==> config.mk <==
export PLATFORM = sky130hd
export DESIGN_NAME = fetch_ctrl_flat
export DESIGN_NICKNAME = d
export VERILOG_FILES = /design/src/rtl/fetch_ctrl_if.sv /design/src/rtl/fetch_ctrl.sv /design/src/flat_wrapper.sv
export SDC_FILE = /design/constraint.sdc
export NUM_CORES = 1
export LEC_CHECK = 0
export ABC_AREA = 0
export BUFFER_PORTS_ARGS = -buffer_cell sky130_fd_sc_hd__buf_4
export CAP_MARGIN = 20
export CELL_PAD_IN_SITES_DETAIL_PLACEMENT = 0
export CELL_PAD_IN_SITES_GLOBAL_PLACEMENT = 1
export CORE_ASPECT_RATIO = 0.6
export CORE_MARGIN = 5
export CORE_UTILIZATION = 36
export CTS_BUF_LIST = sky130_fd_sc_hd__clkbuf_4
export DETAILED_ROUTE_END_ITERATION = 7
export PLACE_DENSITY = 0.84
export SLEW_MARGIN = 20
export SYNTH_ARGS = -nofsm -noshare
export SYNTH_HDL_FRONTEND = slang
export SYNTH_SLANG_ARGS = --single-unit
==> constraint.sdc <==
create_clock -name clk -period 2.3 [get_ports clk]
set_input_delay 0.345 -clock clk [delete_from_list [all_inputs] [get_ports clk]]
set_output_delay 0.345 -clock clk [all_outputs]
set_load 0.02 [all_outputs]
==> src/rtl/fetch_ctrl_if.sv <==
// Fetch-stage bus: control inputs from decode/EX, imem read path and IF/ID outputs.
interface fetch_ctrl_if;
  logic        start;
  logic        stall;
  logic        branch_taken;
  logic [63:0] branch_target;
  logic [31:0] imem_instr;
  logic [63:0] pc;
  logic [63:0] if_id_pc;
  logic [31:0] if_id_instr;
  logic        if_id_valid;
  logic        halted;
  logic        imem_error;
  logic [31:0] fetch_count;

  modport master (
    output start, stall, branch_taken, branch_target, imem_instr,
    input  pc, if_id_pc, if_id_instr, if_id_valid, halted, imem_error, fetch_count
  );

  modport slave (
    input  start, stall, branch_taken, branch_target, imem_instr,
    output pc, if_id_pc, if_id_instr, if_id_valid, halted, imem_error, fetch_count
  );
endinterface

==> src/rtl/fetch_ctrl.sv <==
// Fetch-stage sequencer: owns the PC, loads IF/ID, handles stalls, redirects
// and fetch faults, and halts the front end on a fault or end of program.
module fetch_ctrl #(
  parameter logic [63:0] RESET_PC   = 64'h0,
  parameter int unsigned IMEM_BYTES = 1024,
  parameter logic [31:0] NOP_INSTR  = 32'h0000_0013,
  parameter logic [31:0] END_INSTR  = 32'h0000_0000
) (
  input logic          clk,
  input logic          rst,
  fetch_ctrl_if.slave  bus
);

  localparam logic [63:0] IMEM_LIMIT = 64'(IMEM_BYTES);

  typedef enum logic [1:0] {IDLE, RUN, HALT} state_t;

  state_t      state_q, state_d;
  logic [63:0] pc_q, pc_d;
  logic [63:0] if_id_pc_q, if_id_pc_d;
  logic [31:0] if_id_instr_q, if_id_instr_d;
  logic        valid_q, valid_d;
  logic        halted_q, halted_d;
  logic        err_q, err_d;
  logic [31:0] count_q, count_d;
  logic        bad_target;

  assign bad_target = (bus.branch_target[1:0] != 2'b00) || (bus.branch_target >= IMEM_LIMIT);

  // State and datapath registers with synchronous reset.
  always_ff @(posedge clk) begin
    if (rst) begin
      state_q       <= IDLE;
      pc_q          <= RESET_PC;
      if_id_pc_q    <= '0;
      if_id_instr_q <= NOP_INSTR;
      valid_q       <= 1'b0;
      halted_q      <= 1'b0;
      err_q         <= 1'b0;
      count_q       <= '0;
    end else begin
      state_q       <= state_d;
      pc_q          <= pc_d;
      if_id_pc_q    <= if_id_pc_d;
      if_id_instr_q <= if_id_instr_d;
      valid_q       <= valid_d;
      halted_q      <= halted_d;
      err_q         <= err_d;
      count_q       <= count_d;
    end
  end

  // Next-state and next-register values; RUN actions are taken in priority order.
  always_comb begin
    state_d       = state_q;
    pc_d          = pc_q;
    if_id_pc_d    = if_id_pc_q;
    if_id_instr_d = if_id_instr_q;
    valid_d       = valid_q;
    halted_d      = halted_q;
    err_d         = err_q;
    count_d       = count_q;
    unique case (state_q)
      IDLE: begin
        valid_d = 1'b0;
        if (bus.start) state_d = RUN;
      end
      RUN: begin
        if (bus.branch_taken) begin
          valid_d       = 1'b0;
          if_id_instr_d = NOP_INSTR;
          if (bad_target) begin
            state_d  = HALT;
            halted_d = 1'b1;
            err_d    = 1'b1;
          end else begin
            pc_d = bus.branch_target;
          end
        end else if (bus.stall) begin
          valid_d = valid_q;
        end else if (pc_q >= IMEM_LIMIT) begin
          state_d  = HALT;
          halted_d = 1'b1;
          err_d    = 1'b1;
          valid_d  = 1'b0;
        end else if (bus.imem_instr == END_INSTR) begin
          state_d  = HALT;
          halted_d = 1'b1;
          err_d    = 1'b0;
          valid_d  = 1'b0;
        end else begin
          if_id_pc_d    = pc_q;
          if_id_instr_d = bus.imem_instr;
          valid_d       = 1'b1;
          pc_d          = pc_q + 64'd4;
          if (count_q != '1) count_d = count_q + 32'd1;
        end
      end
      HALT: begin
        valid_d  = 1'b0;
        halted_d = 1'b1;
      end
      default: state_d = IDLE;
    endcase
  end

  assign bus.pc          = pc_q;
  assign bus.if_id_pc    = if_id_pc_q;
  assign bus.if_id_instr = if_id_instr_q;
  assign bus.if_id_valid = valid_q;
  assign bus.halted      = halted_q;
  assign bus.imem_error  = err_q;
  assign bus.fetch_count = count_q;

endmodule
==> src/flat_wrapper.sv <==
// flat-port wrapper written by rule: the top's interface ports become plain ports
module fetch_ctrl_flat 
#(
  parameter logic [63:0] RESET_PC   = 64'h0,
  parameter int unsigned IMEM_BYTES = 1024,
  parameter logic [31:0] NOP_INSTR  = 32'h0000_0013,
  parameter logic [31:0] END_INSTR  = 32'h0000_0000
)
  (clk, rst, bus_start, bus_stall, bus_branch_taken, bus_branch_target, bus_imem_instr, bus_pc, bus_if_id_pc, bus_if_id_instr, bus_if_id_valid, bus_halted, bus_imem_error, bus_fetch_count);
  fetch_ctrl_if bus_i ();
  input logic clk;
  input logic rst;
  input wire logic [$bits(bus_i.start)-1:0] bus_start;
  input wire logic [$bits(bus_i.stall)-1:0] bus_stall;
  input wire logic [$bits(bus_i.branch_taken)-1:0] bus_branch_taken;
  input wire logic [$bits(bus_i.branch_target)-1:0] bus_branch_target;
  input wire logic [$bits(bus_i.imem_instr)-1:0] bus_imem_instr;
  output wire logic [$bits(bus_i.pc)-1:0] bus_pc;
  output wire logic [$bits(bus_i.if_id_pc)-1:0] bus_if_id_pc;
  output wire logic [$bits(bus_i.if_id_instr)-1:0] bus_if_id_instr;
  output wire logic [$bits(bus_i.if_id_valid)-1:0] bus_if_id_valid;
  output wire logic [$bits(bus_i.halted)-1:0] bus_halted;
  output wire logic [$bits(bus_i.imem_error)-1:0] bus_imem_error;
  output wire logic [$bits(bus_i.fetch_count)-1:0] bus_fetch_count;
  assign bus_i.start = bus_start;
  assign bus_i.stall = bus_stall;
  assign bus_i.branch_taken = bus_branch_taken;
  assign bus_i.branch_target = bus_branch_target;
  assign bus_i.imem_instr = bus_imem_instr;
  assign bus_pc = bus_i.pc;
  assign bus_if_id_pc = bus_i.if_id_pc;
  assign bus_if_id_instr = bus_i.if_id_instr;
  assign bus_if_id_valid = bus_i.if_id_valid;
  assign bus_halted = bus_i.halted;
  assign bus_imem_error = bus_i.imem_error;
  assign bus_fetch_count = bus_i.fetch_count;
  fetch_ctrl #(.RESET_PC(RESET_PC), .IMEM_BYTES(IMEM_BYTES), .NOP_INSTR(NOP_INSTR), .END_INSTR(END_INSTR)) u_core (.clk(clk), .rst(rst), .bus(bus_i));
endmodule
==> results.toml, run 1 <==
[die]
die_y_microns = 120
initial_core_util_pct = 36.5
io_pins = 296
core_area_sq_mm = 0.0200
die-area_sq_mm = 0.0233
rows = 40
die_x_microns = 194

[detailed_routing]
ant_nets = 0
drt_iter0_markers = 368
wl_met3_mm = 1.90
top_layer = "met4"
m1WireLength_mm = 12.0
num_vias = 7199
met2WireLength_mm = 11.1
routed_wirelength_mm = 25.4
routedWlPerCell_microns = 17.3
drcViolationCount = 0
first_pass_iters = 5
viasPerCell = 4.91

[outcome]
violations = "negative setup slack"
status = "complete, but fails checks"

[timing]
hold_violations = 0
fmax_ghz = 0.420
rsz0062_at_grt = "true"
fin_skew_ns = 0.0233
fin_crit_sh_pct = 104
worst_slew_pin_slew_ns = 0.582
setup_slack_ns = -0.0806
relSlewSlack_pct = 60.9
post-route-min-period_ns = 2.38
setup_violations = 13
fin_setup_tns_ns = -0.565
slew_violations = 0
hold_slack_ns = 0.143

[min_path]
hp-class = "in -> reg"
whs_path_depth = 3
hold-path-endpoint = "u_core.bus.pc[3]"
hold_start = "bus_branch_target[3]"

[placed_design]
place_area_sq_mm = 0.0106
dpl.hpwl_mm = 19.2
numPortBuffers = 295
place.gp.congestion = 0.886

[cts]
cts_tree = "yes"
clockBufferDepth = 2
clkSlewWorstSetupHoldPaths_ns = 0.18
cts_buffers = 17
root_buffer = "clkbuf_4"
insertion_delay_ns = 0.59
cts_max_level = 4
clock_sinks = 197

[synth]
synth.distinct_cells = 57
yosysSeqAreaShare_pct = 54.1
synth_edf_count = 0
synth_area_leaders = "dfxtp_1, and2_1, nor2_1"
synth_nets = 875
synth_area_sq_mm = 0.00729
synthArstFlopShare_pct = 0
synth-seq-cells = 197
synth_top_area_share_pct = 54.1
dominantRegCellSynth = "dfxtp_1"
yosysTopAreaCell = "dfxtp_1"
yosysMostFrequentCell = "dfxtp_1"
ys_warn_count = 0
avgSynthCellArea_sq_um = 9.51
synth_common_cells = "dfxtp_1, and2_1, nor2_1"
postSynthCellCount = 767

[grt]
grt_util_all_layers_pct = 21.0
antenna_found_initial = 1
grt_pass1_vias = 7118
grt_max_degree = 55
gr-total-overflow = 0
grt_pass1_wl_mm = 39.7

[setup_path]
crit_path_end_kind = "register"
critical_path_class = "reg -> reg"
cp.required_ns = 2.82
reg2reg_setup_slack_ns = -0.08
cp_max_fo = 29
r2r-end = "u_core.bus.fetch_count[17]"
start_kind = "register"
cp.arrival_ns = 2.90
reg2regPathDepth = 7
reg2reg_from = "u_core.bus.pc[27]"

[layout]
area_growth_pct = 57.5
final_layout_size_suffix_gt1_share_pct = 40.1
fillers = 1769
nets = 1288
fin_area_sq_mm = 0.0115

[pwr]
powerDensity_mw_per_mm2 = 614
vdd_drop_max_uv = 351
power_leakage_nw = 5.00

[flow_run]
maxCapViolCount = 0
## layout by cell type (no fill, tap or decap), types with 16 or more instances in the layout
cell	count
a21oi_1	40
nor2_1	65
o31ai_1	16
clkbuf_4	18
dlygate4sd3_1	33
nor4_1	32
a22oi_1	30
nand4_1	20
nand2_1	46
buf_4	382
dfxtp_1	196
and2_1	105
## state kept, by name (all words and copies together), names as in the netlist
signal,flops
u_core.bus.if_id_pc,64
u_core.bus.if_id_valid,1
u_core.state_q,2
u_core.bus.fetch_count,32
u_core.bus.halted,1
u_core.bus.imem_error,1
u_core.bus.pc,64
u_core.bus.if_id_instr,32
## metal layers
metal / GRT usage, % / vias to the layer above
li1: - / 3564
met1: 28.7 / 3365
met2: 32.0 / 246
met3: 7.21 / 24
met4: 5.17 / 0
met5: 0 / -
## critical path, stage by stage, from the launching register on
cell and delay (ns):
dfxtp_2 0.36, or4_4 0.56, nor3_4 0.14, and4_4 0.27
nand4_1 0.15, buf_12 0.20, or4_4 0.48, a21oi_2 0.14
## area by class of cell
class | count | area [sq um] | area share [%]
well taps | 273 | 342 | 2.97
flip-flops and latches | 197 | 3950 | 34.3
inverters | 12 | 45.0 | 0.392
clock buffers | 18 | 135 | 1.18
diodes | 1 | 2.50 | 0.0218
repair buffers | 433 | 3490 | 30.4
multi-input cells | 519 | 3360 | 29.3
clock inverters | 13 | 168 | 1.46
## how the worst max path moves through the flow
stage / from / endpoint / slack, ns / depth (start not counted)
finish: u_core.bus.pc[27] / u_core.bus.fetch_count[17] / -0.08 / 7
global route: u_core.bus.pc[27] / u_core.bus.fetch_count[29] / -0.20 / 7
CTS: u_core.bus.pc[27] / u_core.bus.fetch_count[17] / -0.1 / 7
detailed placement: bus_imem_instr[14] / u_core.bus.fetch_count[11] / -0.15 / 10
global placement: bus_imem_instr[14] / u_core.bus.fetch_count[11] / -0.14 / 10
floorplan: u_core.bus.fetch_count[7] / u_core.bus.fetch_count[26] / 0.05 / 6
## stage by stage
step	setup slack [ns]	power, mW	std cells	utilization [%]
4_1_cts	-0.0989	7.03	1459	56.2
5_1_grt	-0.202	7.41	1466	57.5
2_1_floorplan	0.0454	4.28	767	-
3_5_place_dp	-0.151	5.06	1395	53.0
3_3_place_gp	-0.143	5.05	1395	53.0
6_report	-0.0806	7.06	1466	57.5
## power by group
part | switching [mW] | internal (mW) | total, mW
Sequential | 0.0735 | 3.51 | 3.58
Clock | 1.31 | 0.606 | 1.92
Combinational | 0.788 | 0.770 | 1.56
## logic make-up (layout without fill, tap and decap cells)
logic type,count (synthesis),after routing,share of synthesized area (%)
buffers and inverters,51,476,2.71
AND/OR/NAND/NOR,361,361,28.1
AO/OA/AOI/OAI,143,143,12.8
flip-flops,197,197,54.1
XOR/XNOR,3,3,0.360
multiplexers,5,5,0.738
other,0,1,0
adder cells (fa/ha/maj),7,7,1.20
## timing repair
item,CTS,global route
setup endpoints to repair,18,94
hold endpoints to repair,33,0
pin swaps,0,22
hold buffers,33,0
cloned,0,1
gates resized for setup,3,46
buffers inserted,0,6
No activity file was read; power rests on OpenSTA's default activity.
==> inputs of run 2 (changes only) <==
Settings changed: ABC_AREA 0 to 1, PLACE_DENSITY 0.84 to 0.85, RECOVER_POWER from default to 25.
==> results.toml, run 2 <==
[synth]
synth.distinct_cells = 31
synth_area_sq_mm = 0.00837
synth_edf_count = 0
yosysMostFrequentCell = "nand2_1"
synth_common_cells = "nand2_1, nor2_1, dfxtp_1"
postSynthCellCount = 1118
yosysTopAreaCell = "dfxtp_1"
synth_top_area_share_pct = 47.1
synth_nets = 1226
ys_warn_count = 0
yosysSeqAreaShare_pct = 47.1
dominantRegCellSynth = "dfxtp_1"
synth-seq-cells = 197
synth_area_leaders = "dfxtp_1, nand2_1, nor2_1"
synthArstFlopShare_pct = 0
avgSynthCellArea_sq_um = 7.48

[die]
die_y_microns = 128
initial_core_util_pct = 36.4
rows = 43
die-area_sq_mm = 0.0265
die_x_microns = 207
io_pins = 296
core_area_sq_mm = 0.0230

[detailed_routing]
routed_wirelength_mm = 28.5
viasPerCell = 4.83
drt_iter0_markers = 521
first_pass_iters = 5
num_vias = 8464
ant_nets = 0
routedWlPerCell_microns = 16.2
drcViolationCount = 0

[timing]
rsz0062_at_grt = "true"
post-route-min-period_ns = 2.10
setup_violations = 0
hold_slack_ns = 0.121
slew_violations = 0
hold_violations = 0
fin_skew_ns = 0.0367
worst_slew_pin_slew_ns = 0.676
relSlewSlack_pct = 55.0
fmax_ghz = 0.476
fin_crit_sh_pct = 91.4

[setup_path]
cp.depth = 13
cp.arrival_ns = 2.62
critical_path_class = "in -> reg"
reg2regPathDepth = 10
cp_max_fo = 19
cp.required_ns = 2.81
start_kind = "input port"
crit_buf_inv = 3
crit_chain = "dlygate4sd3_1, buf_4, nor2_1, and2_1, nand2_1, nor2_1, nand2_1, nand3_2, nand2_1, nand2_2, buf_4, o21ai_0, nor2_1"
cp_slowest_cell = "dlygate4sd3_1"
critPathTopFamily = "simple AND/OR/NAND/NOR gates"
crit_path_end_kind = "register"
max_stage_delay_ns = 0.55

[placed_design]
dpl.hpwl_mm = 21.0
place.gp.congestion = 0.878
numPortBuffers = 295
place_inst = 1690

[grt]
grt_pass1_vias = 7840
grt_pass1_wl_mm = 44.3
grt_util_all_layers_pct = 21.0
grt_max_degree = 152
antenna_found_initial = 0
gr-total-overflow = 0

[cts]
cts_tree = "yes"
cts_max_level = 4
clkSlewWorstSetupHoldPaths_ns = 0.15
root_buffer = "clkbuf_4"
cts_setup_buffers = 0
clockBufferDepth = 2
insertion_delay_ns = 0.58
cts_buffers = 17
clock_sinks = 197

[layout]
area_growth_pct = 32.6
nets = 1534
layout_common_cells = "nand2_1, buf_4, nor2_1"
seq_area_sq_mm = 0.00394
multi_input_area_sq_mm = 0.00390
finalNonFillerCells = 1752
final_common_cell = "nand2_1"
diodes = 0
fillers = 2405
final_layout_size_suffix_gt1_share_pct = 18.7

[pwr]
powerDensity_mw_per_mm2 = 651
vdd_drop_max_uv = 368
power_leakage_nw = 4.59

[min_path]
hp-class = "in -> reg"
whs_path_depth = 5

[outcome]
status = "completed"

[flow_run]
maxCapViolCount = 0
run 2: per-layer routing:
layer	wire length [microns]	vias up	track usage (%)	part of all wire, %
li1	-	4255	-	-
met1	13700	3887	30.7	48
met3	2900	17	8.07	10
met4	243	0	3.73	0.85
met5	0	-	0	0
met2	11600	305	29.7	41
run 2: power breakdown:
| part | switching (mW) | internal [mW] | total [mW] |
|---|---|---|---|
| sequential | 0.128 | 3.56 | 3.69 |
| clock | 1.28 | 0.564 | 1.84 |
| combinational | 1.12 | 0.567 | 1.69 |
run 2: cell type report:
cell class	instances	share of cell area, %
timing repair buffer	349	21.3
multi-input combinational	802	35.1
clock buffer	17	1.15
sequential	197	35.6
clock inverter	13	1.26
inverter	59	2.02
tap	315	3.55
run 2: timing repair:
action | CTS | global route
hold endpoints to repair | 32 | 0
hold buffers | 32 | 0
endpoints found under the setup margin | 0 | 10
gates resized for setup | 0 | 2
run 2: stage by stage:
step | instance area, sq um | worst slack, ns | TNS [ns] | utilization (%) | power, mW
floorplan | 8370 | 0.467 | 0 | - | 4.80
global placement | 10900 | 0.249 | 0 | 47.3 | 5.46
detailed placement | 10900 | 0.198 | 0 | 47.3 | 5.47
CTS | 11400 | 0.232 | 0 | 49.8 | 7.35
global route | 11100 | -0.0131 | -0.0137 | 48.3 | 7.63
finish | 11100 | 0.197 | 0 | 48.3 | 7.22
run 2: path summary, 6_finish.rpt:
kind | start | slack [ns] | to
min | bus_branch_target[9] | 0.12 | u_core.bus.pc[9]
max reg2reg | u_core.bus.pc[60] | 0.26 | u_core.bus.if_id_pc[7]
min reg2reg | u_core.bus.pc[13] | 0.47 | u_core.bus.pc[13]
max | bus_imem_instr[26] | 0.20 | u_core.bus.pc[8]
run 2: worst min-delay path, delay by kind of cell:
| family | cells | cell delay [ns] |
|---|---|---|
| buf+inv | 1 | 0.08 |
| simple gates | 3 | 0.16 |
| compound gates | 1 | 0.06 |
run 2: cells by family (layout without fill, tap and decap cells):
logic type,Yosys count,count (layout),synth area share (%)
simple gates,666,666,36.5
buf+inv,119,438,6.31
flops,197,197,47.1
fa+ha+maj,7,7,1.05
compound gates,101,101,6.09
xor+xnor,28,28,2.93
==> inputs of run 3 (changes only) <==
--- a/config.mk
+++ b/config.mk
@@ -17,3 +17,3 @@
 export DETAILED_ROUTE_END_ITERATION = 7
-export PLACE_DENSITY = 0.85
+export PLACE_DENSITY = 0.83
 export RECOVER_POWER = 25
==> constraint.sdc (replaced) <==
create_clock -name clk -period 2.3 [get_ports clk]
set_input_delay 0.69 -clock clk [delete_from_list [all_inputs] [get_ports clk]]
set_output_delay 0.69 -clock clk [all_outputs]
set_load 0.02 [all_outputs]
==> results.toml, run 3 (same netlist as run 2, synthesis figures left out) <==
[outcome]
status = "completed"

[detailed_routing]
drcViolationCount = 0
drt_iter0_markers = 627
routed_wirelength_mm = 28.0
num_vias = 8340
viasPerCell = 4.82
first_pass_iters = 5
routedWlPerCell_microns = 16.2
ant_nets = 0

[pwr]
vdd_drop_max_uv = 336
total_power_mw = 7.28
power_leakage_nw = 4.63
powerDensity_mw_per_mm2 = 662

[layout]
nets = 1508
area_growth_pct = 31.4
layout_common_cells = "buf_4, nand2_1, nor2_1"
final_layout_size_suffix_gt1_share_pct = 21.4
fin_area_sq_mm = 0.0110
finalNonFillerCells = 1729
final_common_cell = "buf_4"

[setup_path]
crit_buf_inv = 1
crit_chain = "nor2_1, nand2_1, nor2_1, nand2_1, nor2_4, nand4_2, clkinv_2, nand3_1, a21oi_1"
reg2regPathDepth = 9
crit_path_end = "u_core.bus.if_id_instr[12]"
reg2reg_from = "u_core.bus.pc[36]"
critical_path_class = "reg -> reg"
reg2reg_setup_slack_ns = 0.22
crit_start = "u_core.bus.pc[36]"
r2r-end = "u_core.bus.if_id_instr[12]"
crit_path_end_kind = "register"
critPathTopFamily = "simple AND/OR/NAND/NOR gates"
start_kind = "register"
cp.depth = 9
cp.required_ns = 2.84
cp.arrival_ns = 2.61
max_stage_delay_ns = 0.38
cp_slowest_cell = "dfxtp_1"
cp_max_fo = 29

[die]
core_area_sq_mm = 0.0230
rows = 43
initial_core_util_pct = 36.4
die_y_microns = 128
die-area_sq_mm = 0.0265
io_pins = 296
die_x_microns = 207

[cts]
cts_hold_buffers = 0
clockBufferDepth = 2
root_buffer = "clkbuf_4"
clkSlewWorstSetupHoldPaths_ns = 0.18
cts_tree = "yes"
cts_max_level = 4
cts_buffers = 17
clock_sinks = 197
insertion_delay_ns = 0.60

[flow_run]
maxCapViolCount = 0

[grt]
gr-total-overflow = 0
antenna_found_initial = 1
grt_pass1_vias = 7777
grt_util_all_layers_pct = 20.8
grt_max_degree = 152
grt_pass1_wl_mm = 43.8

[timing]
slew_violations = 0
hold_violations = 0
setup_violations = 0
fin_crit_sh_pct = 90.3
post-route-min-period_ns = 2.08
fmax_ghz = 0.481
relSlewSlack_pct = 54.9
fin_skew_ns = 0.0264
rsz0062_at_grt = "false"
worst_slew_pin_slew_ns = 0.677
fin_setup_tns_ns = 0

[placed_design]
dpl.hpwl_mm = 21.0
numPortBuffers = 295
place_inst = 1696
place.gp.congestion = 0.908
place_area_sq_mm = 0.0110

[min_path]
hold_start = "bus_imem_instr[0]"
hp-class = "in -> reg"
run 3: changes by cell type in the layout (fill, tap and decap cells not counted), moves of 2 or more:
cell and delta:
clkinv_8 +2, inv_6 -2, clkinv_2 +4, buf_4 +25, buf_12 +6, dlygate4sd3_1 -32, clkbuf_1 -26
run 3: worst min-delay path by stage:
| stage | end | slack, ns | cells past startpoint |
|---|---|---|---|
| after floorplan | u_core.state_q[1] | 0.49 | 2 |
| after global placement | u_core.bus.pc[26] | 0.44 | 2 |
| after detailed placement | u_core.bus.if_id_instr[4] | 0.44 | 2 |
| after CTS | u_core.bus.if_id_instr[0] | 0.27 | 3 |
| after global routing | u_core.bus.if_id_instr[11] | 0.29 | 3 |
| final | u_core.bus.if_id_instr[0] | 0.34 | 3 |
run 3: power breakdown:
part	switching, mW	internal [mW]	leakage [nW]	total [mW]
Sequential	0.132	3.57	1.59	3.70
Clock	1.37	0.479	0.148	1.85
Combinational	1.12	0.613	2.89	1.73
Total	2.62	4.66	4.63	7.28
run 3: area by class of cell:
type / instances / area (sq um)
clock buffer: 17 / 128
inverter: 59 / 223
fill: 2353 / 12000
timing repair buffer: 323 / 2260
sequential: 197 / 3940
multi-input combinational: 802 / 3900
clock inverter: 15 / 144
antenna: 1 / 2.50
tap: 315 / 394
run 3: stage by stage:
step / hold slack [ns] / util, % / setup WS [ns]
finish: 0.336 / 47.8 / 0.223
global route: 0.291 / 47.8 / 0.0658
floorplan: 0.493 / - / 0.393
global placement: 0.442 / 47.9 / -0.0670
CTS: 0.266 / 49.0 / 0.144
detailed placement: 0.444 / 47.9 / -0.128
run 3: metal layers:
metal  track usage [%]  part of all wire (%)  up-vias  wire, microns
li1                  -                     -     4207              -
met1              30.1                    49     3814          13600
met2              29.1                    40      303          11300
met3              8.07                    10       16           2890
met4              4.35                  0.79        0            222
met5                 0                     0        -              0
run 3: worst min-delay path, cell delays in order:
cell and delay, ns:
buf_4 0.08, o21ai_0 0.06, nand3_1 0.07
run 3: what timing repair did:
| item | 4_1_cts | 5_1_grt |
|---|---|---|
| setup buffers | 0 | 0 |
| endpoints found under the setup margin | 0 | 4 |
| resized for setup | 0 | 1 |
